[config.mk]
export PLATFORM = sky130hd
export DESIGN_NAME = dmem_arbiter_flat
export DESIGN_NICKNAME = d
export VERILOG_FILES = /design/src/rtl/dmem_arbiter_if.sv /design/src/rtl/dmem_arbiter.sv /design/src/flat_wrapper.sv
export SDC_FILE = /design/constraint.sdc
export NUM_CORES = 1
export LEC_CHECK = 0
export CAP_MARGIN = 15
export CORE_AREA = 5 5 87 89
export CTS_CLUSTER_SIZE = 30
export DETAILED_ROUTE_END_ITERATION = 10
export DIE_AREA = 0 0 92 94
export MAX_ROUTING_LAYER = met4
export PLACE_DENSITY = 0.75
export RECOVER_POWER = 25
export SYNTH_ARGS = -nofsm -noshare
export SYNTH_HDL_FRONTEND = slang
export SYNTH_SLANG_ARGS = --single-unit
[constraint.sdc]
create_clock -name clk -period 1.66 [get_ports clk]
set_clock_uncertainty 0.05 [all_clocks]
set_input_delay 0.166 -clock clk [delete_from_list [all_inputs] [get_ports clk]]
set_output_delay 0.166 -clock clk [all_outputs]
set_load 0.02 [all_outputs]
[src/rtl/dmem_arbiter_if.sv]
// rtl/dmem_arbiter_if.sv - requester handshakes and memory-side signals of the data memory arbiter
interface dmem_arbiter_if #(
  parameter int ADDR_WIDTH = 8,
  parameter int DATA_WIDTH = 32
);
  logic                  a_req_i;
  logic                  a_we_i;
  logic [ADDR_WIDTH-1:0] a_addr_i;
  logic [DATA_WIDTH-1:0] a_wdata_i;
  logic                  a_lock_i;
  logic                  a_gnt_o;
  logic                  a_rvalid_o;
  logic [DATA_WIDTH-1:0] a_rdata_o;

  logic                  b_req_i;
  logic                  b_we_i;
  logic [ADDR_WIDTH-1:0] b_addr_i;
  logic [DATA_WIDTH-1:0] b_wdata_i;
  logic                  b_lock_i;
  logic                  b_gnt_o;
  logic                  b_rvalid_o;
  logic [DATA_WIDTH-1:0] b_rdata_o;

  logic [ADDR_WIDTH-1:0] mem_address_o;
  logic [DATA_WIDTH-1:0] mem_write_data_o;
  logic                  mem_MemWrite_o;
  logic                  mem_MemRead_o;
  logic [DATA_WIDTH-1:0] mem_data_read_i;

  modport slave (
    input  a_req_i, a_we_i, a_addr_i, a_wdata_i, a_lock_i,
    output a_gnt_o, a_rvalid_o, a_rdata_o,
    input  b_req_i, b_we_i, b_addr_i, b_wdata_i, b_lock_i,
    output b_gnt_o, b_rvalid_o, b_rdata_o,
    output mem_address_o, mem_write_data_o, mem_MemWrite_o, mem_MemRead_o,
    input  mem_data_read_i
  );

  modport master (
    output a_req_i, a_we_i, a_addr_i, a_wdata_i, a_lock_i,
    input  a_gnt_o, a_rvalid_o, a_rdata_o,
    output b_req_i, b_we_i, b_addr_i, b_wdata_i, b_lock_i,
    input  b_gnt_o, b_rvalid_o, b_rdata_o,
    input  mem_address_o, mem_write_data_o, mem_MemWrite_o, mem_MemRead_o,
    output mem_data_read_i
  );
endinterface

[src/rtl/dmem_arbiter.sv]
// rtl/dmem_arbiter.sv - two-port round-robin arbiter for the single-port data memory
// Define DMEM_ARB_LOCK_EN to build the bus lock with idle-timeout release.
module dmem_arbiter #(
  parameter int ADDR_WIDTH = 8,
  parameter int DATA_WIDTH = 32,
  parameter int LOCK_MAX   = 16
) (
  input  logic          clk,
  input  logic          rst_n,
  dmem_arbiter_if.slave bus
);
  localparam logic PORT_A = 1'b0;
  localparam logic PORT_B = 1'b1;

  logic rr_last_q, rr_last_d;
  logic rd_own_a_q, rd_own_a_d;
  logic rd_own_b_q, rd_own_b_d;
  logic gnt_a, gnt_b;
  logic arb_a;

  // A wins free arbitration when alone or when B was the last winner
  assign arb_a = bus.a_req_i && (!bus.b_req_i || (rr_last_q == PORT_B));

`ifdef DMEM_ARB_LOCK_EN
  typedef enum logic [1:0] {IDLE, LOCK_A, LOCK_B} state_t;
  localparam int CNT_W = $clog2(LOCK_MAX + 1);

  state_t           state_q;
  logic [CNT_W-1:0] idle_cnt_q;
  logic             own_gnt, own_lock;

  always_comb begin
    gnt_a = 1'b0;
    gnt_b = 1'b0;
    case (state_q)
      LOCK_A:  gnt_a = bus.a_req_i;
      LOCK_B:  gnt_b = bus.b_req_i;
      default: begin
        gnt_a = arb_a;
        gnt_b = bus.b_req_i && !arb_a;
      end
    endcase
  end

  assign own_gnt  = (state_q == LOCK_A) ? gnt_a : gnt_b;
  assign own_lock = (state_q == LOCK_A) ? bus.a_lock_i : bus.b_lock_i;

  always_ff @(posedge clk or negedge rst_n) begin
    if (!rst_n) begin
      state_q    <= IDLE;
      idle_cnt_q <= '0;
    end else begin
      case (state_q)
        IDLE: begin
          idle_cnt_q <= '0;
          if (gnt_a && bus.a_lock_i)      state_q <= LOCK_A;
          else if (gnt_b && bus.b_lock_i) state_q <= LOCK_B;
        end
        LOCK_A, LOCK_B: begin
          // the owner is always granted when it asks, so no grant means an idle owner cycle
          if (own_gnt) begin
            idle_cnt_q <= '0;
            if (!own_lock) state_q <= IDLE;
          end else if (idle_cnt_q == CNT_W'(LOCK_MAX - 1)) begin
            idle_cnt_q <= '0;
            state_q    <= IDLE;
          end else begin
            idle_cnt_q <= idle_cnt_q + CNT_W'(1);
          end
        end
        default: begin
          idle_cnt_q <= '0;
          state_q    <= IDLE;
        end
      endcase
    end
  end
`else
  localparam int unused_lock_max = LOCK_MAX;
  logic unused_lock;
  assign unused_lock = bus.a_lock_i ^ bus.b_lock_i;
  assign gnt_a = arb_a;
  assign gnt_b = bus.b_req_i && !arb_a;
`endif

  assign bus.a_gnt_o = gnt_a;
  assign bus.b_gnt_o = gnt_b;

  always_comb begin
    bus.mem_address_o    = '0;
    bus.mem_write_data_o = '0;
    bus.mem_MemWrite_o   = 1'b0;
    bus.mem_MemRead_o    = 1'b0;
    if (gnt_a) begin
      bus.mem_address_o    = bus.a_addr_i;
      bus.mem_write_data_o = bus.a_wdata_i;
      bus.mem_MemWrite_o   = bus.a_we_i;
      bus.mem_MemRead_o    = !bus.a_we_i;
    end else if (gnt_b) begin
      bus.mem_address_o    = bus.b_addr_i;
      bus.mem_write_data_o = bus.b_wdata_i;
      bus.mem_MemWrite_o   = bus.b_we_i;
      bus.mem_MemRead_o    = !bus.b_we_i;
    end
  end

  always_comb begin
    rr_last_d  = rr_last_q;
    if (gnt_a)      rr_last_d = PORT_A;
    else if (gnt_b) rr_last_d = PORT_B;
    rd_own_a_d = gnt_a && !bus.a_we_i;
    rd_own_b_d = gnt_b && !bus.b_we_i;
  end

  always_ff @(posedge clk or negedge rst_n) begin
    if (!rst_n) begin
      rr_last_q  <= PORT_B;
      rd_own_a_q <= 1'b0;
      rd_own_b_q <= 1'b0;
    end else begin
      rr_last_q  <= rr_last_d;
      rd_own_a_q <= rd_own_a_d;
      rd_own_b_q <= rd_own_b_d;
    end
  end

  // memory read data is already registered, so it lines up with the owner flag
  assign bus.a_rvalid_o = rd_own_a_q;
  assign bus.b_rvalid_o = rd_own_b_q;
  assign bus.a_rdata_o  = rd_own_a_q ? bus.mem_data_read_i : '0;
  assign bus.b_rdata_o  = rd_own_b_q ? bus.mem_data_read_i : '0;
endmodule

[src/flat_wrapper.sv]
// flat-port wrapper written by rule: the top's interface ports become plain ports
module dmem_arbiter_flat 
#(
  parameter int ADDR_WIDTH = 8,
  parameter int DATA_WIDTH = 32,
  parameter int LOCK_MAX   = 16
)
  (clk, rst_n, bus_a_req_i, bus_a_we_i, bus_a_addr_i, bus_a_wdata_i, bus_a_lock_i, bus_a_gnt_o, bus_a_rvalid_o, bus_a_rdata_o, bus_b_req_i, bus_b_we_i, bus_b_addr_i, bus_b_wdata_i, bus_b_lock_i, bus_b_gnt_o, bus_b_rvalid_o, bus_b_rdata_o, bus_mem_address_o, bus_mem_write_data_o, bus_mem_MemWrite_o, bus_mem_MemRead_o, bus_mem_data_read_i);
  dmem_arbiter_if #(.ADDR_WIDTH(ADDR_WIDTH), .DATA_WIDTH(DATA_WIDTH)) bus_i ();
  input  logic clk;
  input  logic rst_n;
  input wire logic [$bits(bus_i.a_req_i)-1:0] bus_a_req_i;
  input wire logic [$bits(bus_i.a_we_i)-1:0] bus_a_we_i;
  input wire logic [$bits(bus_i.a_addr_i)-1:0] bus_a_addr_i;
  input wire logic [$bits(bus_i.a_wdata_i)-1:0] bus_a_wdata_i;
  input wire logic [$bits(bus_i.a_lock_i)-1:0] bus_a_lock_i;
  output wire logic [$bits(bus_i.a_gnt_o)-1:0] bus_a_gnt_o;
  output wire logic [$bits(bus_i.a_rvalid_o)-1:0] bus_a_rvalid_o;
  output wire logic [$bits(bus_i.a_rdata_o)-1:0] bus_a_rdata_o;
  input wire logic [$bits(bus_i.b_req_i)-1:0] bus_b_req_i;
  input wire logic [$bits(bus_i.b_we_i)-1:0] bus_b_we_i;
  input wire logic [$bits(bus_i.b_addr_i)-1:0] bus_b_addr_i;
  input wire logic [$bits(bus_i.b_wdata_i)-1:0] bus_b_wdata_i;
  input wire logic [$bits(bus_i.b_lock_i)-1:0] bus_b_lock_i;
  output wire logic [$bits(bus_i.b_gnt_o)-1:0] bus_b_gnt_o;
  output wire logic [$bits(bus_i.b_rvalid_o)-1:0] bus_b_rvalid_o;
  output wire logic [$bits(bus_i.b_rdata_o)-1:0] bus_b_rdata_o;
  output wire logic [$bits(bus_i.mem_address_o)-1:0] bus_mem_address_o;
  output wire logic [$bits(bus_i.mem_write_data_o)-1:0] bus_mem_write_data_o;
  output wire logic [$bits(bus_i.mem_MemWrite_o)-1:0] bus_mem_MemWrite_o;
  output wire logic [$bits(bus_i.mem_MemRead_o)-1:0] bus_mem_MemRead_o;
  input wire logic [$bits(bus_i.mem_data_read_i)-1:0] bus_mem_data_read_i;
  assign bus_i.a_req_i = bus_a_req_i;
  assign bus_i.a_we_i = bus_a_we_i;
  assign bus_i.a_addr_i = bus_a_addr_i;
  assign bus_i.a_wdata_i = bus_a_wdata_i;
  assign bus_i.a_lock_i = bus_a_lock_i;
  assign bus_a_gnt_o = bus_i.a_gnt_o;
  assign bus_a_rvalid_o = bus_i.a_rvalid_o;
  assign bus_a_rdata_o = bus_i.a_rdata_o;
  assign bus_i.b_req_i = bus_b_req_i;
  assign bus_i.b_we_i = bus_b_we_i;
  assign bus_i.b_addr_i = bus_b_addr_i;
  assign bus_i.b_wdata_i = bus_b_wdata_i;
  assign bus_i.b_lock_i = bus_b_lock_i;
  assign bus_b_gnt_o = bus_i.b_gnt_o;
  assign bus_b_rvalid_o = bus_i.b_rvalid_o;
  assign bus_b_rdata_o = bus_i.b_rdata_o;
  assign bus_mem_address_o = bus_i.mem_address_o;
  assign bus_mem_write_data_o = bus_i.mem_write_data_o;
  assign bus_mem_MemWrite_o = bus_i.mem_MemWrite_o;
  assign bus_mem_MemRead_o = bus_i.mem_MemRead_o;
  assign bus_i.mem_data_read_i = bus_mem_data_read_i;
  dmem_arbiter #(.ADDR_WIDTH(ADDR_WIDTH), .DATA_WIDTH(DATA_WIDTH), .LOCK_MAX(LOCK_MAX)) u_core (.clk(clk), .rst_n(rst_n), .bus(bus_i));
endmodule
# Word-level counts from Yosys, hierarchy flattened
# Index checks and enable logic that the tools add are counted.
[totals]
wordCells = 25
out_inout_bits = 110
regBits = 3
[op_classes]
mux = 12
reduce_logical = 10
[op_table]
columns = ["cell", "n"]
rows = [
  ["2-to-1 mux 32 bit", 4],
  ["2-to-1 mux 8 bit", 2],
  ["2-to-1 mux 1 bit", 6],
  ["logical AND 1 bit", 4],
  ["logical NOT 1 bit", 4],
  ["nonzero test 2 bit", 1],
  ["logical OR 1 bit", 1],
]

# Depth between registers and ports, before layout
[logic_depth]
depth_word = 7
depth_mapped = 4
depth_no_buf = 2

# Worst setup path before layout
# No wires, ideal clock.
[synth_timing]
path_kind = "register to output"
from = "register u_core.rr_last_q"
to = "output port bus_mem_MemWrite_o"
stages_incl_launch_ff = 5
arrival_ps = 1193
required_time_ps = 1444
n_path_buf = 2
setup_slack_ps = 251
cell_sequence = "dfstp_2 > nand2b_1 > buf_6 > buf_6 > a32o_1"
[synth_via]
elab_chain_cells = 6
[synth_lines]
columns = ["element", "line_no", "source"]
rows = [
  ["from (decl)", "dmem_arbiter.sv:15", "logic rr_last_q, rr_last_d;"],
  ["from (signal assigned)", "dmem_arbiter.sv:121", "rr_last_q <= rr_last_d;"],
  ["logical OR 1 bit *", "dmem_arbiter.sv:22", "assign arb_a = bus.a_req_i && (!bus.b_req_i || (rr_last_q == PORT_B));"],
  ["logical AND 1 bit *", "dmem_arbiter.sv:22", ""],
  ["logical NOT 1 bit", "dmem_arbiter.sv:83", "assign gnt_b = bus.b_req_i && !arb_a;"],
  ["logical AND 1 bit", "dmem_arbiter.sv:83", ""],
  ["2-to-1 mux 1 bit", "dmem_arbiter.sv:99", "end else if (gnt_b) begin"],
  ["2-to-1 mux 1 bit *", "dmem_arbiter.sv:94", "if (gnt_a) begin"],
  ["to (decl)", "flat_wrapper.sv:30", "output wire logic [$bits(bus_i.mem_MemWrite_o)-1:0] bus_mem_MemWrite_o;"],
]
# Mark *: on every way between the ends. The rest lies on a longest branch, timed or not.

# Worst setup path after layout
[layout_timing]
from = "register u_core.rr_last_q"
to = "output port bus_mem_address_o[0]"
[layout_via]
elab_chain_cells = 6
[layout_lines]
columns = ["element", "line_no", "source"]
rows = [
  ["logical OR 1 bit *", "dmem_arbiter.sv:22", ""],
  ["logical AND 1 bit *", "dmem_arbiter.sv:22", ""],
  ["logical NOT 1 bit", "dmem_arbiter.sv:83", ""],
  ["logical AND 1 bit", "dmem_arbiter.sv:83", ""],
  ["2-to-1 mux 8 bit", "dmem_arbiter.sv:99", ""],
  ["2-to-1 mux 8 bit *", "dmem_arbiter.sv:94", ""],
  ["to (decl)", "flat_wrapper.sv:28", "output wire logic [$bits(bus_i.mem_address_o)-1:0] bus_mem_address_o;"],
]
# Marked as above.

==> metrics.md <==
| Metric | Value |
|---|---|
| Status | `finished with violations` |
| Failing checks | `negative setup slack` |
| Data arrival, critical path | `around 1.5 ns` |
| Hold Vio Cnt, Final | `0` |
| Final wirelength | `7600 µm` |
| CTS buffer count | `3` |
| Number of global-route vias before repair | `2128` |
| Period utilization | `1.06` |
| Layout cell share with drive strength beyond 1 | `0.247` |
| H-tree depth | `1` |
| Cells after synthesis | `139` |
| Clock buffer depth | `2` |
| Design Power | `0.00157 W` |
| RSZ-0062 raised after global routing | `true` |
| Maximum vdd drop | `0.307 mV` |
| N_diodes | `0` |
| Layout Nets | `489` |
| Global placer's final weighted congestion | `0.714` |
| CTS tree | `yes` |
| Min Tclk post-route | `1.76 ns` |
| Fin cells | `around 450` |
| Root Driver | `clkbuf_8` |
| Core area | `6680 µm²` |
| Cell row count | `30` |
| CTS sink cnt | `3` |
| Vias | `approximately 2000` |
| Top delay family on crit path | `flip-flops` |
| Largest stage delay on the critical path | `approximately 0.59 ns` |
| DR vias/cell | `4.56` |
| Initial core utilization | `0.162` |
| Worst setup margin | `-0.0980 ns` |
| Routed WL per cell | `17.0 µm` |
| YS warnings | `0` |
| Final ANT Viol Nets | `0` |
| Largest net degree at the start of global routing | `34` |
| Net Count, Synth | `259` |
| Die ar. | `8650 µm²` |
| Num ports | `230` |
| # hold bufs at CTS | `0` |
| Placed cells | `437` |
| Met3 Wirelength | `about 660 µm` |
| Residual DRC count | `0` |
| Iter 0 DRT Violations | `66` |
| IO Port Bufs | `227` |
| HPWL Detailed | `6120 µm` |
| Clock network latency to the later pin of the worst-skew pair | `0.21 ns` |
| Placement Cell Area | `3480 µm²` |
| Initial DRT Pass Iterations | `4` |
| Relative slew slack | `0.767` |
| LEAKAGE | `1.85 nW` |
| WP buf/inv | `3` |
| Worst path required time | `about 1.4 ns` |
| Total track usage | `0.162` |
| # setup viols final | `44` |
| Pwr/cell area | `429 nW/µm²` |
| Initial antenna violation count | `0` |
| Pre-CTS setup slack | `-0.473 ns` |
| Synth Register Bits | `3` |
| CP max FO | `10` |
| Final Max Slew Viols | `0` |
| Grt ovf | `0` |
| Mapped cell area | `1080 µm²` |
| Slowest CP cell | `dfstp_2` |
| Routed wl met2 | `3990 µm` |
| Number of distinct library cells after synthesis | `15` |
| Startpoint class of the critical path | `flop` |
| Synthesized area per cell | `7.80 µm²` |
| Clk pin slew, worst setup/hold paths | `0.03 ns` |
| Final Cell Area | `3650 µm²` |
| Type of the worst setup path | `flop to primary output` |
| Maxcap violations | `0` |
| CP Cell Sequence | `nand2b_4 -> buf_12 -> buf_16 -> a32o_1 -> buf_6` |
| Slew @ Worst Pin | `0.348 ns` |
| Finished Core Util | `0.546` |
| First-pass GRT wire length | `10900 µm` |
| R2R Setup Slk | `0.47 ns` |
| Die Height | `94 µm` |
| FMAX | `569 MHz` |
| Met1 wire length | `2890 µm` |
| Crit end category | `primary output` |
| Max layer used | `met4` |
| Register area share after synthesis | `0.0704` |
| Synth-to-layout area growth | `237%` |
| Die X | `approximately 92 µm` |
| Hold Path Class | `primary input to asynchronous set/reset pin` |
## report_power, final
part	switching (W)	total (W)	leakage (nW)	internal [W]
sequential	0.00000836	0.0000916	0.0369	0.0000832
clock	0.0000476	0.000211	0.0228	0.000164
combinational	0.000536	0.00126	1.79	0.000728
total	0.000592	0.00157	1.85	0.000975
## layout make-up
| type | instances | area [µm²] |
|---|---|---|
| flip-flops and latches | 3 | 76.3 |
| clock buffers | 4 | 45.0 |
| inverters | 1 | 3.75 |
| multi-input cells | 115 | 927 |
| fillers | 661 | 3030 |
| well taps | 80 | 100 |
| repair buffers | 245 | 2500 |
## cell usage in the layout, fill, tap and decap left out
master           Yosys  layout
clkdlybuf4s50_1      0     116
dlygate4sd2_1        0      65
and2_1              66      63
buf_6                5      43
a32o_2               0      22
a32o_1              41      19
buf_4                1       7
buf_12               0       4
clkbuf_8             0       3
and2_0               0       2
nor2_1               2       2
clkbuf_1            10       2
buf_16               0       2
clkbuf_16            0       2
clkbuf_4             0       2
dfrtp_1              2       2
nand2b_4             0       1
and2_4               0       1
a21boi_4             1       1
and2b_1              1       1
nand2b_1             2       1
inv_1                1       1
o2bb2ai_2            0       1
a21oi_1              1       1
dlygate4sd3_1        0       1
dlymetal6s2s_1       0       1
buf_2                4       1
dfstp_2              1       1
## path summary, 6_finish.rpt
kind	from	to	cells after the start
max in group asynchronous	rst_n	u_core.rr_last_q$_DFFE_PN1P_	1
hold reg to reg	u_core.rr_last_q$_DFFE_PN1P_	u_core.rr_last_q$_DFFE_PN1P_	2
setup / recovery	u_core.rr_last_q$_DFFE_PN1P_	bus_mem_address_o[0]	5
min in group clk	bus_a_req_i	u_core.rr_last_q$_DFFE_PN1P_	3
setup reg to reg	u_core.rr_last_q$_DFFE_PN1P_	u_core.bus.b_rvalid_o$_DFF_PN0_	3
hold / removal	rst_n	u_core.bus.b_rvalid_o$_DFF_PN0_	1
## cell families (layout without fill, tap and decap cells)
family,after synthesis,after routing,synth area share
flip-flops,3,3,0.0704
buffers and inverters,21,250,0.115
AND/OR/NAND/NOR,71,71,0.406
AO/OA/AOI/OAI,44,44,0.408
## layer usage
metal / track usage / vias up
li1: - / 989
met1: 0.175 / 912
met5: - / -
met4: 0.0421 / 0
met3: 0.0296 / 4
met2: 0.303 / 138
## cell usage after synthesis
| cell | instances | share of area |
|---|---|---|
| and2_1 | 66 | 0.38 |
| a32o_1 | 41 | 0.38 |
| clkbuf_1 | 10 | 0.035 |
| buf_6 | 5 | 0.052 |
| buf_2 | 4 | 0.018 |
| dfrtp_1 | 2 | 0.046 |
| nand2b_1 | 2 | 0.012 |
| nor2_1 | 2 | 0.0069 |
| a21boi_4 | 1 | 0.017 |
| a21oi_1 | 1 | 0.0046 |
| and2b_1 | 1 | 0.0069 |
| buf_4 | 1 | 0.0069 |
| dfstp_2 | 1 | 0.024 |
| inv_1 | 1 | 0.0035 |
| o2bb2ai_1 | 1 | 0.0081 |
## registers in the layout (all words and copies together), names as in the netlist
signal,cells
u_core.bus.a_rvalid_o,1
u_core.bus.b_rvalid_o,1
u_core.rr_last_q,1
## through the flow
step	hold slack [ns]	TNS (ns)
6_report	0.154	-2.14
5_1_grt	0.168	-4.51
4_1_cts	0.0834	-2.52
3_5_place_dp	0.315	-19.11
3_3_place_gp	0.313	-17.24
2_1_floorplan	-0.180	0
## timing repair
action,CTS,global route
gates resized for setup,314,40
pin swaps,2,3
gates cloned,2,3
setup endpoints to repair,108,44
buffers inserted,1,1
(Power assumes the default switching activity.)
